===== src/rtl/reg_xfer_seq_if.sv =====
// reg_xfer_seq_if: handshake and strobe bundle between the decoder/timing logic
// and the register-transfer sequencer.
//   master: decoder side, drives start/opcode/rdy and observes the strobes.
//   slave : sequencer side, samples start/opcode/rdy and drives the strobes.
interface reg_xfer_seq_if;
  logic       start;
  logic [7:0] opcode;
  logic       rdy;
  logic       busy;
  logic       done;
  logic       illegal;
  logic       nz_update;
  logic       x_load;
  logic       x_bus_enable;
  logic       y_load;
  logic       y_bus_enable;
  logic       acc_load;
  logic       acc_sb_enable;
  logic       daa_pass;
  logic       s_sb_load;
  logic       s_sb_enable;
  logic       ai_sb_load;
  logic       bi_db_load;
  logic       bi_inv_db_load;
  logic       const_db_enable;
  logic       alu_ci;
  logic       add_sb_enable;

  modport master (
    output start, opcode, rdy,
    input  busy, done, illegal, nz_update, x_load, x_bus_enable, y_load, y_bus_enable,
    input  acc_load, acc_sb_enable, daa_pass, s_sb_load, s_sb_enable, ai_sb_load,
    input  bi_db_load, bi_inv_db_load, const_db_enable, alu_ci, add_sb_enable
  );

  modport slave (
    input  start, opcode, rdy,
    output busy, done, illegal, nz_update, x_load, x_bus_enable, y_load, y_bus_enable,
    output acc_load, acc_sb_enable, daa_pass, s_sb_load, s_sb_enable, ai_sb_load,
    output bi_db_load, bi_inv_db_load, const_db_enable, alu_ci, add_sb_enable
  );
endinterface


===== src/rtl/reg_xfer_seq.sv =====
// reg_xfer_seq: sequencer for the 6502 register-transfer datapath. Executes
// TAX/TXA/TAY/TYA/TSX/TXS in one strobe cycle and INX/INY/DEX/DEY in two
// (load ALU inputs, then write back the ALU result).
// Ports:
//   clk - system clock, rising edge
//   rst - asynchronous active-high reset
//   bus - slave side of reg_xfer_seq_if (start/opcode/rdy in, strobes out)
// All strobes are Moore-decoded from the state and latched opcode, gated by rdy.
module reg_xfer_seq (
  input logic           clk,
  input logic           rst,
  reg_xfer_seq_if.slave bus
);

  localparam logic [1:0] StIdle  = 2'd0;
  localparam logic [1:0] StXfer  = 2'd1;
  localparam logic [1:0] StAluLd = 2'd2;
  localparam logic [1:0] StAluWb = 2'd3;

  localparam logic [1:0] RegX = 2'd0;
  localparam logic [1:0] RegY = 2'd1;
  localparam logic [1:0] RegA = 2'd2;
  localparam logic [1:0] RegS = 2'd3;

  logic [1:0] state_q, state_d;
  logic [1:0] src_q, src_d;
  logic [1:0] dst_q, dst_d;
  logic       inc_q, inc_d;
  logic       nz_q, nz_d;
  logic       illegal_q, illegal_d;

  // Opcode decode
  logic       dec_valid, dec_alu, dec_inc, dec_nz;
  logic [1:0] dec_src, dec_dst;

  always_comb begin
    dec_valid = 1'b1;
    dec_alu   = 1'b0;
    dec_inc   = 1'b0;
    dec_nz    = 1'b1;
    dec_src   = RegX;
    dec_dst   = RegX;
    case (bus.opcode)
      8'hAA: begin dec_src = RegA; dec_dst = RegX; end
      8'h8A: begin dec_src = RegX; dec_dst = RegA; end
      8'hA8: begin dec_src = RegA; dec_dst = RegY; end
      8'h98: begin dec_src = RegY; dec_dst = RegA; end
      8'hBA: begin dec_src = RegS; dec_dst = RegX; end
      8'h9A: begin dec_src = RegX; dec_dst = RegS; dec_nz = 1'b0; end
      8'hE8: begin dec_src = RegX; dec_dst = RegX; dec_alu = 1'b1; dec_inc = 1'b1; end
      8'hC8: begin dec_src = RegY; dec_dst = RegY; dec_alu = 1'b1; dec_inc = 1'b1; end
      8'hCA: begin dec_src = RegX; dec_dst = RegX; dec_alu = 1'b1; end
      8'h88: begin dec_src = RegY; dec_dst = RegY; dec_alu = 1'b1; end
      default: dec_valid = 1'b0;
    endcase
  end

  // Next state; rdy low holds every non-idle state in place
  always_comb begin
    state_d   = state_q;
    src_d     = src_q;
    dst_d     = dst_q;
    inc_d     = inc_q;
    nz_d      = nz_q;
    illegal_d = 1'b0;
    case (state_q)
      StIdle: begin
        if (bus.start) begin
          if (dec_valid) begin
            state_d = dec_alu ? StAluLd : StXfer;
            src_d   = dec_src;
            dst_d   = dec_dst;
            inc_d   = dec_inc;
            nz_d    = dec_nz;
          end else begin
            illegal_d = 1'b1;
          end
        end
      end
      StXfer:  if (bus.rdy) state_d = StIdle;
      StAluLd: if (bus.rdy) state_d = StAluWb;
      StAluWb: if (bus.rdy) state_d = StIdle;
      default: state_d = StIdle;
    endcase
  end

  always_ff @(posedge clk or posedge rst) begin
    if (rst) begin
      state_q   <= StIdle;
      src_q     <= RegX;
      dst_q     <= RegX;
      inc_q     <= 1'b0;
      nz_q      <= 1'b0;
      illegal_q <= 1'b0;
    end else begin
      state_q   <= state_d;
      src_q     <= src_d;
      dst_q     <= dst_d;
      inc_q     <= inc_d;
      nz_q      <= nz_d;
      illegal_q <= illegal_d;
    end
  end

  // Output decode
  logic go, in_ld, in_wb, src_en, dst_ld, alu_phase;

  assign go        = (state_q != StIdle) && bus.rdy;
  assign in_ld     = go && (state_q == StAluLd);
  assign in_wb     = go && (state_q == StAluWb);
  assign src_en    = go && ((state_q == StXfer) || (state_q == StAluLd));
  assign dst_ld    = go && ((state_q == StXfer) || (state_q == StAluWb));
  // Carry-in is not a strobe: it stays valid through a stall
  assign alu_phase = (state_q == StAluLd) || (state_q == StAluWb);

  assign bus.busy            = (state_q != StIdle);
  assign bus.illegal         = illegal_q;
  assign bus.done            = dst_ld;
  assign bus.nz_update       = dst_ld && nz_q;
  assign bus.x_bus_enable    = src_en && (src_q == RegX);
  assign bus.y_bus_enable    = src_en && (src_q == RegY);
  assign bus.acc_sb_enable   = src_en && (src_q == RegA);
  assign bus.s_sb_enable     = src_en && (src_q == RegS);
  assign bus.x_load          = dst_ld && (dst_q == RegX);
  assign bus.y_load          = dst_ld && (dst_q == RegY);
  assign bus.acc_load        = dst_ld && (dst_q == RegA);
  assign bus.daa_pass        = dst_ld && (dst_q == RegA);
  assign bus.s_sb_load       = dst_ld && (dst_q == RegS);
  assign bus.ai_sb_load      = in_ld;
  assign bus.const_db_enable = in_ld;
  // BI = 0x00 with ci=1 gives +1; BI = 0xFF with ci=0 gives -1
  assign bus.bi_db_load      = in_ld && inc_q;
  assign bus.bi_inv_db_load  = in_ld && !inc_q;
  assign bus.alu_ci          = alu_phase && inc_q;
  assign bus.add_sb_enable   = in_wb;

endmodule


===== src/flat_wrapper.sv =====
// flat-port wrapper written by rule: the top's interface ports become plain ports
module reg_xfer_seq_flat 
  (clk, rst, bus_start, bus_opcode, bus_rdy, bus_busy, bus_done, bus_illegal, bus_nz_update, bus_x_load, bus_x_bus_enable, bus_y_load, bus_y_bus_enable, bus_acc_load, bus_acc_sb_enable, bus_daa_pass, bus_s_sb_load, bus_s_sb_enable, bus_ai_sb_load, bus_bi_db_load, bus_bi_inv_db_load, bus_const_db_enable, bus_alu_ci, bus_add_sb_enable);
  reg_xfer_seq_if bus_i ();
  input logic clk;
  input logic rst;
  input wire logic [$bits(bus_i.start)-1:0] bus_start;
  input wire logic [$bits(bus_i.opcode)-1:0] bus_opcode;
  input wire logic [$bits(bus_i.rdy)-1:0] bus_rdy;
  output wire logic [$bits(bus_i.busy)-1:0] bus_busy;
  output wire logic [$bits(bus_i.done)-1:0] bus_done;
  output wire logic [$bits(bus_i.illegal)-1:0] bus_illegal;
  output wire logic [$bits(bus_i.nz_update)-1:0] bus_nz_update;
  output wire logic [$bits(bus_i.x_load)-1:0] bus_x_load;
  output wire logic [$bits(bus_i.x_bus_enable)-1:0] bus_x_bus_enable;
  output wire logic [$bits(bus_i.y_load)-1:0] bus_y_load;
  output wire logic [$bits(bus_i.y_bus_enable)-1:0] bus_y_bus_enable;
  output wire logic [$bits(bus_i.acc_load)-1:0] bus_acc_load;
  output wire logic [$bits(bus_i.acc_sb_enable)-1:0] bus_acc_sb_enable;
  output wire logic [$bits(bus_i.daa_pass)-1:0] bus_daa_pass;
  output wire logic [$bits(bus_i.s_sb_load)-1:0] bus_s_sb_load;
  output wire logic [$bits(bus_i.s_sb_enable)-1:0] bus_s_sb_enable;
  output wire logic [$bits(bus_i.ai_sb_load)-1:0] bus_ai_sb_load;
  output wire logic [$bits(bus_i.bi_db_load)-1:0] bus_bi_db_load;
  output wire logic [$bits(bus_i.bi_inv_db_load)-1:0] bus_bi_inv_db_load;
  output wire logic [$bits(bus_i.const_db_enable)-1:0] bus_const_db_enable;
  output wire logic [$bits(bus_i.alu_ci)-1:0] bus_alu_ci;
  output wire logic [$bits(bus_i.add_sb_enable)-1:0] bus_add_sb_enable;
  assign bus_i.start = bus_start;
  assign bus_i.opcode = bus_opcode;
  assign bus_i.rdy = bus_rdy;
  assign bus_busy = bus_i.busy;
  assign bus_done = bus_i.done;
  assign bus_illegal = bus_i.illegal;
  assign bus_nz_update = bus_i.nz_update;
  assign bus_x_load = bus_i.x_load;
  assign bus_x_bus_enable = bus_i.x_bus_enable;
  assign bus_y_load = bus_i.y_load;
  assign bus_y_bus_enable = bus_i.y_bus_enable;
  assign bus_acc_load = bus_i.acc_load;
  assign bus_acc_sb_enable = bus_i.acc_sb_enable;
  assign bus_daa_pass = bus_i.daa_pass;
  assign bus_s_sb_load = bus_i.s_sb_load;
  assign bus_s_sb_enable = bus_i.s_sb_enable;
  assign bus_ai_sb_load = bus_i.ai_sb_load;
  assign bus_bi_db_load = bus_i.bi_db_load;
  assign bus_bi_inv_db_load = bus_i.bi_inv_db_load;
  assign bus_const_db_enable = bus_i.const_db_enable;
  assign bus_alu_ci = bus_i.alu_ci;
  assign bus_add_sb_enable = bus_i.add_sb_enable;
  reg_xfer_seq u_core (.clk(clk), .rst(rst), .bus(bus_i));
endmodule

===== config.mk =====
export PLATFORM = sky130hd
export DESIGN_NAME = reg_xfer_seq_flat
export DESIGN_NICKNAME = d
export VERILOG_FILES = /design/src/rtl/reg_xfer_seq_if.sv /design/src/rtl/reg_xfer_seq.sv /design/src/flat_wrapper.sv
export SDC_FILE = /design/constraint.sdc
export NUM_CORES = 1
export LEC_CHECK = 0
export BUFFER_PORTS_ARGS = -buffer_cell sky130_fd_sc_hd__buf_2
export CAP_MARGIN = 25
export CELL_PAD_IN_SITES_DETAIL_PLACEMENT = 1
export CELL_PAD_IN_SITES_GLOBAL_PLACEMENT = 1
export CORE_MARGIN = 10
export CORE_UTILIZATION = 34
export DETAILED_ROUTE_END_ITERATION = 6
export PLACE_DENSITY = 0.89
export SLEW_MARGIN = 10
export SYNTH_ARGS = -nofsm -noshare
export SYNTH_HDL_FRONTEND = slang
export SYNTH_SLANG_ARGS = --single-unit
export TNS_END_PERCENT = 10

===== constraint.sdc =====
create_clock -name clk -period 1.88 [get_ports clk]
set_input_delay 0.188 -clock clk [delete_from_list [all_inputs] [get_ports clk]]
set_output_delay 0.188 -clock clk [all_outputs]
set_load 0.02 [all_outputs]

# Word-level counts from Yosys, hierarchy flattened
# Index checks and enable logic that the tools add are counted.
[word_totals]
out_inout_bits = 19
in_bits = 12
ff_bits = 9
wordCells = 79
[op_classes]
reduce_logical = 35
muxes = 15
n_eq_ne = 23
[ops]
columns = ["cell", "n"]
rows = [
  ["8-bit == test, second input constant", 10],
  ["2-bit case mux with 3 select lines", 3],
  ["1-bit logical AND", 17],
  ["2-bit == test, second input constant", 6],
  ["2-bit 2-to-1 mux", 5],
  ["10-bit OR reduction", 1],
  ["2-bit OR reduction", 4],
  ["1-bit 2-to-1 mux", 7],
  ["2-bit by 1-bit == test with 1-bit output, second input constant", 3],
  ["2-bit zero test", 3],
  ["3-bit OR reduction", 2],
  ["2-bit by 1-bit != test with 1-bit output, second input constant", 2],
  ["2-bit != test, second input constant", 2],
  ["4-bit AND reduction", 1],
  ["4-bit OR reduction", 1],
  ["1-bit logical OR", 3],
  ["3-bit AND reduction", 1],
  ["2-bit nonzero test", 1],
  ["1-bit zero test", 1],
]

# Logic depth before layout (Yosys ltp)
[depth]
depth_word = 7
depth_mapped = 8
ltp_nobuf = 7

# Least setup slack after synthesis
# Ideal clock, no wire load.
[synth_timing]
kind = "register to output"
startpoint = "register u_core.state_q[0]"
endpoint = "output bus_daa_pass"
t_arrival_ns = 1.815
required_ns = 1.692
path_slack_ns = -0.123
stages_incl_launch_ff = 9
path_cell_list = "dfrtp_1 > inv_1 > ha_1 > nor2b_1 > o21ai_0 > inv_2 > nand2_1 > nor2_1 > buf_4"
[synth_via]
elab_chain_len = 4
word_cells_on_any_way = 7
classes_between = "2 x eq/ne; 5 x reduce/logical"
[synth_lines]
columns = ["element", "line", "rtl"]
rows = [
  ["start: declaration", "reg_xfer_seq.sv:25", "logic [1:0] state_q, state_d;"],
  ["start signal: assignment", "reg_xfer_seq.sv:89", "state_q <= StIdle;"],
  ["start signal: assignment", "reg_xfer_seq.sv:96", "state_q <= state_d;"],
  ["2-bit by 1-bit == test with 1-bit output, or another cell as far along", "reg_xfer_seq.sv:112", "assign dst_ld = go && ((state_q == StXfer) || (state_q == StAluWb));"],
  ["1-bit logical OR or 1-bit logical AND (tied branches)", "reg_xfer_seq.sv:112, reg_xfer_seq.sv:108", ""],
  ["1-bit logical AND *", "reg_xfer_seq.sv:112", ""],
  ["named net bus_done", "flat_wrapper.sv:11", "output wire logic [$bits(bus_i.done)-1:0] bus_done;"],
  ["1-bit logical AND *", "n/a", ""],
  ["end: declaration", "flat_wrapper.sv:20", "output wire logic [$bits(bus_i.daa_pass)-1:0] bus_daa_pass;"],
]
# The timed path passes the listed nets; every way through them passes the cells marked *.

# Worst setup path in the final report
[layout_timing]
startpoint = "register u_core.state_q[0]"
endpoint = "output bus_s_sb_load"
[layout_via]
elab_chain_len = 4
word_cells_on_any_way = 7
classes_between = "2 x eq/ne; 5 x reduce/logical"
[layout_lines]
columns = ["element", "line", "rtl"]
rows = [
  ["2-bit by 1-bit == test with 1-bit output, or another cell as far along", "reg_xfer_seq.sv:112", ""],
  ["1-bit logical OR or 1-bit logical AND (tied branches)", "reg_xfer_seq.sv:112, reg_xfer_seq.sv:108", ""],
  ["1-bit logical AND *", "reg_xfer_seq.sv:112", ""],
  ["1-bit logical AND *", "reg_xfer_seq.sv:128", "assign bus.s_sb_load = dst_ld && (dst_q == RegS);"],
  ["end: declaration", "flat_wrapper.sv:21", "output wire logic [$bits(bus_i.s_sb_load)-1:0] bus_s_sb_load;"],
]
# Mark *: on every way between the ends. The rest lies on a longest branch, timed or not.

==> out/metrics.cfg <==
[clocking]
cts_tree = yes
ctsLongestPathBuffers = 2
clk_latency_ns = 0.25
clk_pin_slew_ns = 0.06
numCtsBuffers = 3
cts.htree.levels = 1
cts.sinks = 9
clockRootBuffer = clkbuf_4

[layout]
fill_cells = 269
stdcell_count = 150
fin_nets = 139
antennaDiodeCount = 0
layout-drive-gt1-share_pct = 45.1
final_area_um2 = 1060
multiInputGateArea_um2 = 522
register_area_um2 = 225
area_growth_pct = 36.3

[grt]
grt_remaining_overflow = 0
grt_pass1_wl_um = 4120
use_met2_pct = 22.3
use_met1_pct = 11.6
track_usage_pct = 11.5
grt_pass1_vias = 860
top_usage_layer = met2
grt_max_degree = 12
antenna_found_initial = 0
gr-usage-met3_pct = 2.15

[timing]
setup_viol = 0
worst_slack_ns = 0.0570
fin_crit_sh_pct = 97.0
relSlewSlack_pct = 68.4
final_max_slew_viol_count = 0
clock-skew-final_ns = 0.000268
max_slew.worst_pin.slew_ns = 0.462
finalCriticalPeriod_ns = 1.82
max_clock_freq_mhz = 549
hold_viol = 0
rsz0062_at_grt = true

[placement]
dp_cells = 141
port_buffers = 30
gp_congestion = 0.850
placed_cell_area_um2 = 947
place_hpwl_um = 1990
post-place-ws_ns = 0.0586

[yosys]
ys_seq_area_share_pct = 29.0
synthFlopType = dfrtp_1
synthArstFlopShare_pct = 100
synth_cell_types = 39
synth_area_um2 = 776
ys_seq_elements = 9
ys.warnings.count = 0
synth_edf_count = 0
syn_nets = 103
netlist_instances = 87
syn_avg_cell_area_um2 = 8.92

[floorplanning]
core_um2 = 2190
die_height_um = 67.8
initial_utilization_pct = 35.4
rows = 17
die-area_um2 = 4590
pin_count = 31
die_w_um = 67.8

[drt]
drc = 0
drt_pass1_iterations = 3
wirelength_um = 2590
ant_nets = 0
detail_route.wl_per_cell_um = 17.2
vias_per_cell = 5.24
vias = 786
dr.first_iter.drc_count = 11

[setup_path]
cp_slowest_cell = dfrtp_1
critPathMaxFanout = 4
worstPathRequired_ns = 1.69
cp.buffers_inverters = 3
start_kind = flip-flop
critPathArrivalTime_ns = 1.63
critPathKind = flip-flop to output pin
path_depth = 6
ff2ff_path_depth = 6
cp-end-kind = output pin
critPathTopFamily = flip-flops
worstPathCellList = buf_4 > ha_1 > o21ai_2 > inv_2 > and3_1 > buf_2
cp_slowest_stage_delay_ns = 0.38

[power]
p_per_area_nw_per_um2 = 1180
peakVddDrop_mv = 0.594
p_leak_nw = 0.532

[status]
status = complete, no violations

[min_path]
hold-path-cell-count = 2
hold_class = primary input to flip-flop

[run]
cap_violations = 0

-- flip-flops by register name, indices dropped and copies added (netlist names) --
register and cells:
u_core.bus.illegal 1, u_core.state_q 2, u_core.dst_q 2, u_core.inc_q 1
u_core.nz_q 1, u_core.src_q 2
-- where the power goes --
part / internal [mW] / switching [mW] / total, mW / leakage, nW
Sequential: 0.255 / 0.0464 / 0.301 / 0.116
Combinational: 0.339 / 0.464 / 0.802 / 0.402
Clock: 0.0812 / 0.0584 / 0.140 / 0.0150
-- cell families after synthesis --
logic type,count (synthesis),synth area share [%]
and+or+nand+nor,35,24.5
AOI/OAI and AO/OA,18,21.6
buffers and inverters,16,10.0
DFF,9,29.0
adders and majority gates,5,7.74
muxes,4,7.10
-- layer usage --
metal	up-vias	part of all wire (%)
met1	376	40
met2	24	51
met3	2	7.7
met5	-	0
met4	0	1.0
li1	384	-
-- final cells by class --
type                       instances  share of cell area [%]
tap                               28                    3.31
inverter                           9                    3.20
clock buffer                       4                    2.49
timing repair buffer              38                    20.4
sequential                         9                    21.3
multi-input combinational         62                    49.3
-- path summary, 6_finish.rpt --
path                                           to         startpoint  slack, ns
worst max-delay path                bus_s_sb_load  u_core.state_q[0]       0.06
worst min-delay path                  u_core.nz_q      bus_opcode[4]       0.28
worst max register to register    u_core.dst_q[1]  u_core.state_q[0]       0.17
worst min register to register        u_core.nz_q        u_core.nz_q       0.60
max in group asynchronous            u_core.inc_q                rst       1.19
min in group asynchronous       u_core.state_q[1]                rst       0.44
-- Yosys cell counts, drive strengths merged (2+ instances only) --
cell type   n  area [um^2]
a2111oi     3         51.3
nor3b       2         15.0
and2        4         25.0
and3        2         12.5
nand2       3         11.3
dfrtp       9          225
nor3        5         25.0
a211oi      3         22.5
nor2b       4         25.0
mux2        3         45.0
nor4        2         12.5
nor2       10         37.5
ha          4         50.1
inv         9         33.8
buf         6         40.0
-- per-stage QoR --
step / total power [mW] / TNS [ns] / hold WS [ns] / utilization (%)
3_3_place_gp: 0.891 / 0 / 0.154 / 43.2
4_1_cts: 1.17 / 0 / 0.270 / 46.9
6_report: 1.24 / 0 / 0.278 / 48.3
5_1_grt: 1.34 / -0.0453 / 0.283 / 48.3
2_1_floorplan: 0.731 / 0 / 0.0159 / -
3_5_place_dp: 0.927 / 0 / 0.157 / 43.2
-- layout by cell type (no fill, tap or decap), types with 2 or more instances in the layout --
| cell type | netlist | layout |
|---|---|---|
| mux2_4 | 3 | 3 |
| buf_4 | 2 | 8 |
| a211oi_1 | 3 | 3 |
| dfrtp_1 | 9 | 9 |
| inv_1 | 8 | 8 |
| nor4_1 | 2 | 2 |
| nor2_1 | 10 | 9 |
| nor3b_1 | 2 | 2 |
| nand2_1 | 3 | 3 |
| and2_1 | 4 | 4 |
| ha_2 | 0 | 2 |
| nor3_1 | 5 | 3 |
| nor2b_1 | 4 | 2 |
| buf_2 | 2 | 29 |
| clkbuf_4 | 0 | 3 |
| nor3_2 | 0 | 2 |
| and3_1 | 2 | 2 |
-- timing repair --
item / 4_1_cts / 5_1_grt
buffers inserted: 4 / 0
hold buffers: 1 / 0
hold endpoints to repair: 9 / 0
endpoints found under the setup margin: 12 / 10
cloned: 0 / 0
pin swaps: 1 / 1
gates resized for setup: 5 / 7
Power figures use the tool's default switching activity.
